[config.mk]
export PLATFORM = sky130hd
export DESIGN_NAME = io_interrupt_unit_flat
export DESIGN_NICKNAME = d
export VERILOG_FILES = /design/src/rtl/bc_io_pkg.sv /design/src/rtl/io_interrupt_unit_if.sv /design/src/rtl/io_channel.sv /design/src/rtl/io_interrupt_unit.sv /design/src/flat_wrapper.sv
export SDC_FILE = /design/constraint.sdc
export NUM_CORES = 1
export LEC_CHECK = 0
export ABC_AREA = 1
export CORE_ASPECT_RATIO = 1.75
export CORE_MARGIN = 2
export CORE_UTILIZATION = 49
export CTS_BUF_LIST = sky130_fd_sc_hd__clkbuf_16
export DETAILED_ROUTE_END_ITERATION = 6
export GPL_TIMING_DRIVEN = 0
export PLACE_DENSITY_LB_ADDON = 0.08
export SYNTH_ARGS = -nofsm -noshare
export SYNTH_HDL_FRONTEND = slang
export SYNTH_SLANG_ARGS = --single-unit
[constraint.sdc]
create_clock -name clk -period 3.2 [get_ports clk]
set_input_delay 0.32 -clock clk [delete_from_list [all_inputs] [get_ports clk]]
set_output_delay 0.32 -clock clk [all_outputs]
set_load 0.05 [all_outputs]
[src/rtl/bc_io_pkg.sv]
// Shared definitions for the programmed-I/O interrupt unit:
// default parameters, vector encoding and per-channel state record.
package bc_io_pkg;

    localparam int          DEF_NCH      = 4;
    localparam int          DEF_DATA_W   = 8;
    localparam int          DEF_ADDR_W   = 12;
    localparam logic [11:0] DEF_VEC_BASE = 12'h001;

    // Widest character a channel record can carry.
    localparam int MAX_DATA_W = 64;

    localparam int VEC_STRIDE  = 2;
    localparam int VEC_IN_OFS  = 0;
    localparam int VEC_OUT_OFS = 1;

    typedef struct packed {
        logic [MAX_DATA_W-1:0] inpr;
        logic [MAX_DATA_W-1:0] outr;
        logic                  fgi;
        logic                  fgo;
        logic                  ovr;
        logic                  out_valid;
    } chan_state_t;

    function automatic int vec_offset(input int ch, input logic is_out);
        return ch * VEC_STRIDE + (is_out ? VEC_OUT_OFS : VEC_IN_OFS);
    endfunction

endpackage

[src/rtl/io_interrupt_unit_if.sv]
// CPU-side register access bus of the I/O interrupt unit.
// The CPU drives the master side, the unit is the slave.
interface io_interrupt_unit_if
    import bc_io_pkg::*;
#(
    parameter int NCH    = DEF_NCH,
    parameter int DATA_W = DEF_DATA_W
);

    localparam int SEL_W = (NCH > 1) ? $clog2(NCH) : 1;

    logic [SEL_W-1:0]  cpu_sel;
    logic              cpu_inp_rd;
    logic              cpu_out_wr;
    logic              cpu_mask_wr;
    logic [DATA_W-1:0] cpu_wdata;
    logic [DATA_W-1:0] cpu_rdata;

    modport master (
        output cpu_sel,
        output cpu_inp_rd,
        output cpu_out_wr,
        output cpu_mask_wr,
        output cpu_wdata,
        input  cpu_rdata
    );

    modport slave (
        input  cpu_sel,
        input  cpu_inp_rd,
        input  cpu_out_wr,
        input  cpu_mask_wr,
        input  cpu_wdata,
        output cpu_rdata
    );

endinterface

[src/rtl/io_channel.sv]
// One I/O channel: input register with ready/overrun flags and
// output register with a valid/ready hand-off to the device.
module io_channel
    import bc_io_pkg::*;
#(
    parameter int DATA_W = DEF_DATA_W
) (
    input  logic              clk,
    input  logic              reset,
    input  logic [DATA_W-1:0] in_data,
    input  logic              in_valid,
    input  logic              inp_rd,
    input  logic              out_wr,
    input  logic [DATA_W-1:0] wdata,
    input  logic              out_ready,
    output chan_state_t       state
);

    chan_state_t st;

    always_ff @(posedge clk) begin
        if (reset) begin
            st     <= '0;
            st.fgo <= 1'b1;
        end else begin
            if (inp_rd) begin
                st.fgi <= 1'b0;
                st.ovr <= 1'b0;
            end
            // A read in the same cycle frees the register for the new char.
            if (in_valid) begin
                if (st.fgi && !inp_rd) begin
                    st.ovr <= 1'b1;
                end else begin
                    st.inpr <= MAX_DATA_W'(in_data);
                    st.fgi  <= 1'b1;
                end
            end
            if (st.out_valid && out_ready) begin
                st.out_valid <= 1'b0;
                st.fgo       <= 1'b1;
            end
            // fgo=1 implies no char pending, so this never races the hand-off.
            if (out_wr && st.fgo) begin
                st.outr      <= MAX_DATA_W'(wdata);
                st.fgo       <= 1'b0;
                st.out_valid <= 1'b1;
            end
        end
    end

    assign state = st;

endmodule

[src/rtl/io_interrupt_unit.sv]
// Multi-channel programmed-I/O unit with masked, prioritised
// interrupt request and frozen service vector.
module io_interrupt_unit
    import bc_io_pkg::*;
#(
    parameter int                NCH      = DEF_NCH,
    parameter int                DATA_W   = DEF_DATA_W,
    parameter int                ADDR_W   = DEF_ADDR_W,
    parameter logic [ADDR_W-1:0] VEC_BASE = ADDR_W'(DEF_VEC_BASE)
) (
    input  logic                  clk,
    input  logic                  reset,
    input  logic [NCH*DATA_W-1:0] dev_in_data,
    input  logic [NCH-1:0]        dev_in_valid,
    output logic [NCH*DATA_W-1:0] dev_out_data,
    output logic [NCH-1:0]        dev_out_valid,
    input  logic [NCH-1:0]        dev_out_ready,
    io_interrupt_unit_if.slave    cpu,
    output logic [NCH-1:0]        fgi,
    output logic [NCH-1:0]        fgo,
    output logic [NCH-1:0]        ovr,
    input  logic                  ien_set,
    input  logic                  ien_clr,
    output logic                  ien,
    input  logic                  seq_t012,
    output logic                  r,
    input  logic                  int_ack,
    output logic [ADDR_W-1:0]     int_vector
);

    chan_state_t       st     [NCH];
    logic [DATA_W-1:0] inpr_v [NCH];
    logic [NCH-1:0]    mask;
    logic [NCH-1:0]    pend_in;
    logic [NCH-1:0]    pend_out;
    logic              sel_ok;
    logic [ADDR_W-1:0] src_off;

    assign sel_ok = int'(cpu.cpu_sel) < NCH;

    for (genvar i = 0; i < NCH; i++) begin : g_ch
        logic hit;
        logic unused_hi;

        assign hit = sel_ok && (int'(cpu.cpu_sel) == i);

        io_channel #(
            .DATA_W(DATA_W)
        ) u_ch (
            .clk      (clk),
            .reset    (reset),
            .in_data  (dev_in_data[i*DATA_W +: DATA_W]),
            .in_valid (dev_in_valid[i]),
            .inp_rd   (hit && cpu.cpu_inp_rd),
            .out_wr   (hit && cpu.cpu_out_wr),
            .wdata    (cpu.cpu_wdata),
            .out_ready(dev_out_ready[i]),
            .state    (st[i])
        );

        assign fgi[i]           = st[i].fgi;
        assign fgo[i]           = st[i].fgo;
        assign ovr[i]           = st[i].ovr;
        assign dev_out_valid[i] = st[i].out_valid;
        assign inpr_v[i]        = st[i].inpr[DATA_W-1:0];

        assign dev_out_data[i*DATA_W +: DATA_W] = st[i].outr[DATA_W-1:0];

        assign unused_hi = ^{st[i].inpr[MAX_DATA_W-1:DATA_W],
                             st[i].outr[MAX_DATA_W-1:DATA_W]};
    end

    always_comb begin
        cpu.cpu_rdata = '0;
        if (sel_ok) begin
            cpu.cpu_rdata = inpr_v[cpu.cpu_sel];
        end
    end

    assign pend_in  = fgi & mask;
    assign pend_out = fgo & mask;

    // Scan from the top so the lowest channel, input first, wins.
    always_comb begin
        src_off = '0;
        for (int i = NCH - 1; i >= 0; i--) begin
            if (pend_out[i]) begin
                src_off = ADDR_W'(vec_offset(i, 1'b1));
            end
            if (pend_in[i]) begin
                src_off = ADDR_W'(vec_offset(i, 1'b0));
            end
        end
    end

    always_ff @(posedge clk) begin
        if (reset) begin
            mask <= '1;
        end else if (cpu.cpu_mask_wr && sel_ok) begin
            mask <= cpu.cpu_wdata[NCH-1:0];
        end
    end

    always_ff @(posedge clk) begin
        if (reset) begin
            ien <= 1'b0;
        end else if (ien_clr || int_ack) begin
            ien <= 1'b0;
        end else if (ien_set) begin
            ien <= 1'b1;
        end
    end

    always_ff @(posedge clk) begin
        if (reset) begin
            r          <= 1'b0;
            int_vector <= VEC_BASE;
        end else if (int_ack) begin
            r <= 1'b0;
        end else if (!seq_t012 && ien && !r && (|(pend_in | pend_out))) begin
            r          <= 1'b1;
            int_vector <= VEC_BASE + src_off;
        end
    end

endmodule

[src/flat_wrapper.sv]
// flat-port wrapper written by rule: the top's interface ports become plain ports
module io_interrupt_unit_flat import bc_io_pkg::*;
#(
    parameter int                NCH      = DEF_NCH,
    parameter int                DATA_W   = DEF_DATA_W,
    parameter int                ADDR_W   = DEF_ADDR_W,
    parameter logic [ADDR_W-1:0] VEC_BASE = ADDR_W'(DEF_VEC_BASE)
)
  (clk, reset, dev_in_data, dev_in_valid, dev_out_data, dev_out_valid, dev_out_ready, fgi, fgo, ovr, ien_set, ien_clr, ien, seq_t012, r, int_ack, int_vector, cpu_cpu_sel, cpu_cpu_inp_rd, cpu_cpu_out_wr, cpu_cpu_mask_wr, cpu_cpu_wdata, cpu_cpu_rdata);
  io_interrupt_unit_if #(.NCH(NCH), .DATA_W(DATA_W)) cpu_i ();
  input  logic clk;
  input  logic reset;
  input  logic [NCH*DATA_W-1:0] dev_in_data;
  input  logic [NCH-1:0] dev_in_valid;
  output logic [NCH*DATA_W-1:0] dev_out_data;
  output logic [NCH-1:0] dev_out_valid;
  input  logic [NCH-1:0] dev_out_ready;
  output logic [NCH-1:0] fgi;
  output logic [NCH-1:0] fgo;
  output logic [NCH-1:0] ovr;
  input  logic ien_set;
  input  logic ien_clr;
  output logic ien;
  input  logic seq_t012;
  output logic r;
  input  logic int_ack;
  output logic [ADDR_W-1:0] int_vector;
  input wire logic [$bits(cpu_i.cpu_sel)-1:0] cpu_cpu_sel;
  input wire logic [$bits(cpu_i.cpu_inp_rd)-1:0] cpu_cpu_inp_rd;
  input wire logic [$bits(cpu_i.cpu_out_wr)-1:0] cpu_cpu_out_wr;
  input wire logic [$bits(cpu_i.cpu_mask_wr)-1:0] cpu_cpu_mask_wr;
  input wire logic [$bits(cpu_i.cpu_wdata)-1:0] cpu_cpu_wdata;
  output wire logic [$bits(cpu_i.cpu_rdata)-1:0] cpu_cpu_rdata;
  assign cpu_i.cpu_sel = cpu_cpu_sel;
  assign cpu_i.cpu_inp_rd = cpu_cpu_inp_rd;
  assign cpu_i.cpu_out_wr = cpu_cpu_out_wr;
  assign cpu_i.cpu_mask_wr = cpu_cpu_mask_wr;
  assign cpu_i.cpu_wdata = cpu_cpu_wdata;
  assign cpu_cpu_rdata = cpu_i.cpu_rdata;
  io_interrupt_unit #(.NCH(NCH), .DATA_W(DATA_W), .ADDR_W(ADDR_W), .VEC_BASE(VEC_BASE)) u_core (.clk(clk), .reset(reset), .dev_in_data(dev_in_data), .dev_in_valid(dev_in_valid), .dev_out_data(dev_out_data), .dev_out_valid(dev_out_valid), .dev_out_ready(dev_out_ready), .cpu(cpu_i), .fgi(fgi), .fgo(fgo), .ovr(ovr), .ien_set(ien_set), .ien_clr(ien_clr), .ien(ien), .seq_t012(seq_t012), .r(r), .int_ack(int_ack), .int_vector(int_vector));
endmodule
==> results.json <==
{
  "drt_iter0_markers": 184,
  "cts_htree_levels": 3,
  "num_vias": 3640,
  "cap_violations": 0,
  "hold_viol_final": 0,
  "postCtsSetupRepairBufs": 0,
  "finClkSkew_ns": 0.00524,
  "synthTopCellsByArea": "dfxtp_1, nor2_1, buf_4",
  "ant_nets": 0,
  "synth_top_area_share": 0.459,
  "grt_max_degree": 15,
  "diodes": 0,
  "cts-resized-gates": 0,
  "cts_sinks": 90,
  "switching_power_w": 0.000831,
  "worstSetupPathType": "in -> out",
  "comb_power_share": 0.221,
  "setup_violations": 0,
  "synth_seq_area_share": 0.459,
  "io_pins": 129,
  "fin_crit_sh": 0.810,
  "syn_area_per_cell_um2": 7.56,
  "wl_per_cell_um": 13.0,
  "die_h_um": 122,
  "cts_buffer_depth": 2,
  "min_period_ns": 2.59,
  "syn_area_um2": 3930,
  "async_flop_share": 0,
  "cp_cell_sequence": "clkdlybuf4s50_1 > inv_2 > nor2_4 > a22oi_1 > nand3_1 > clkdlybuf4s50_1",
  "worstPathArrival_ns": 2.27,
  "placed_area_um2": 5260,
  "fmax_ghz": 0.386,
  "routed_wl_um": 9810,
  "fin_tns_setup_ns": 0,
  "final_area_um2": 5520,
  "power.internal_w": 0.00196,
  "p_leak_nw": 2.43,
  "path_max_fanout": 10,
  "grt_use_total": 0.231,
  "antenna_found_initial": 0,
  "synth_enable_flop_cells": 0,
  "die_x_um": 71.7,
  "power_density_nw_per_um2": 505,
  "start_kind": "input pin",
  "grt.overflow.total": 0,
  "timing.hold.ws_ns": 0.343,
  "hold_buffers": 0,
  "ir_drop_v": 0.000381,
  "cp.required_ns": 2.88,
  "relSlewSlack": 0.649,
  "cts_buffers": 9,
  "clkPwrFrac": 0.337,
  "gp_congestion": 0.850,
  "cp-end-kind": "output pin",
  "cp_common_cell": "clkdlybuf4s50_1",
  "synth.distinct_cells": 27,
  "layout.nets": 717,
  "power_w": 0.00279,
  "yosys_warnings": 0,
  "route.detailed.drc": 0,
  "grt_pass1_wl_um": 15600,
  "firstDrtPassIters": 4,
  "synthCells": 520,
  "seqPwrFrac": 0.443,
  "initial_core_util": 0.500,
  "p_sw_frac": 0.298,
  "dieArea_um2": 8780,
  "core-area_um2": 7860,
  "synth_top_area_cell": "dfxtp_1",
  "worst-path-buf-inv": 3,
  "fp-row-count": 43,
  "synth_seq_cells": 90,
  "via_per_inst": 4.84,
  "area_delta_synth_final_pct": 40.6,
  "worst_pin_slew_ns": 0.525,
  "rsz0062_at_grt": "false",
  "drive_above_1_share": 0.145,
  "clock_latency_ns": 0.34,
  "outcome": "finished clean",
  "cts_tree": "built",
  "fin_util": 0.703,
  "path_clk_slew_ns": 0.06,
  "crit_family": "buffers and inverters",
  "numPortBuffers": 119,
  "ys.flop_type": "dfxtp_1",
  "grt_pass1_vias": 3491,
  "crit_path_top_delay_cell": "clkdlybuf4s50_1",
  "hp-class": "in -> reg",
  "slowest_delay_ns": 0.81,
  "drv_slew": 0,
  "post-dp-hpwl_um": 7870,
  "root_buffer": "clkbuf_16"
}
-- path summary, 6_finish.rpt --
check                                       to  cells after the start  slack (ns)                    startpoint
setup / recovery              cpu_cpu_rdata[4]                      6        0.61                cpu_cpu_sel[0]
hold / removal    u_core.g_ch[2].u_ch.state[3]                      2        0.34                         reset
setup reg to reg          u_core.int_vector[2]                     11        1.64  u_core.g_ch[3].u_ch.state[2]
hold reg to reg           u_core.int_vector[3]                      2        0.47          u_core.int_vector[3]
-- synth_stat cells (2+ instances only) --
library cell	number
a21oi_1	16
a22oi_1	14
buf_2	2
buf_4	56
clkbuf_1	8
clkbuf_2	3
clkinv_4	3
dfxtp_1	90
inv_1	21
inv_2	2
inv_4	2
nand2_1	60
nand2_2	7
nand2_4	3
nand3_1	10
nor2_1	139
nor2_4	2
nor3b_1	3
o21ai_0	70
o21ai_1	2
-- power groups by stage --
| stage | combinational (W) | clock, W | sequential (W) |
|---|---|---|---|
| detailed placement | 0.000617 | 0 | 0.00126 |
| global route | 0.000666 | 0.000994 | 0.00124 |
| CTS | 0.000620 | 0.000948 | 0.00123 |
| floorplan | 0.000403 | 0 | 0.00125 |
| global placement | 0.000608 | 0 | 0.00126 |
| finish | 0.000616 | 0.000939 | 0.00124 |
-- registers in the layout, summed over array words and instances (netlist names) --
| signal | flops |
|---|---|
| u_core.mask | 4 |
| u_core.ien | 1 |
| u_core.g_ch.u_ch.state | 80 |
| u_core.r | 1 |
| u_core.int_vector | 4 |
-- area by class of cell --
type / instances / area (µm²)
Fill cell: 677 / 2330
Clock inverter: 7 / 38.8
Buffer: 69 / 475
Tap cell: 90 / 113
Timing Repair Buffer: 119 / 1190
Multi-Input combinational cell: 339 / 1550
Clock buffer: 9 / 225
Inverter: 29 / 129
Sequential cell: 90 / 1800
-- layer usage --
layer | vias up | global-route usage | part of all wire
met5 | - | 0 | 0
met4 | 0 | 0.132 | 0.034
met3 | 22 | 0.0255 | 0.046
met2 | 113 | 0.442 | 0.55
met1 | 1625 | 0.236 | 0.37
li1 | 1880 | - | -
-- placed cells by master, fill, tap and decap left out, types with 9 or more instances in the layout --
| master | count |
|---|---|
| a22oi_1 | 14 |
| nor2_1 | 139 |
| dfxtp_1 | 90 |
| a21oi_1 | 16 |
| nand3_1 | 10 |
| nand2_1 | 60 |
| clkbuf_16 | 9 |
| inv_1 | 23 |
| clkdlybuf4s50_1 | 119 |
| o21ai_0 | 70 |
| buf_4 | 56 |
-- cell families after synthesis --
group / count (synthesis) / synth area share
buffers and inverters: 98 / 0.154
AOI/OAI and AO/OA: 102 / 0.139
other: 1 / 0.000954
xor gates and xnor gates: 1 / 0.00223
and+or+nand+nor: 227 / 0.242
DFF: 90 / 0.459
adders and majority gates: 1 / 0.00318
-- per-stage QoR --
stage / cells / setup slack (ns)
5_1_grt: 752 / 0.525
3_3_place_gp: 736 / 0.600
6_report: 752 / 0.607
4_1_cts: 752 / 0.595
3_5_place_dp: 736 / 0.596
2_1_floorplan: 527 / 1.84
Power figures use the tool's default switching activity.
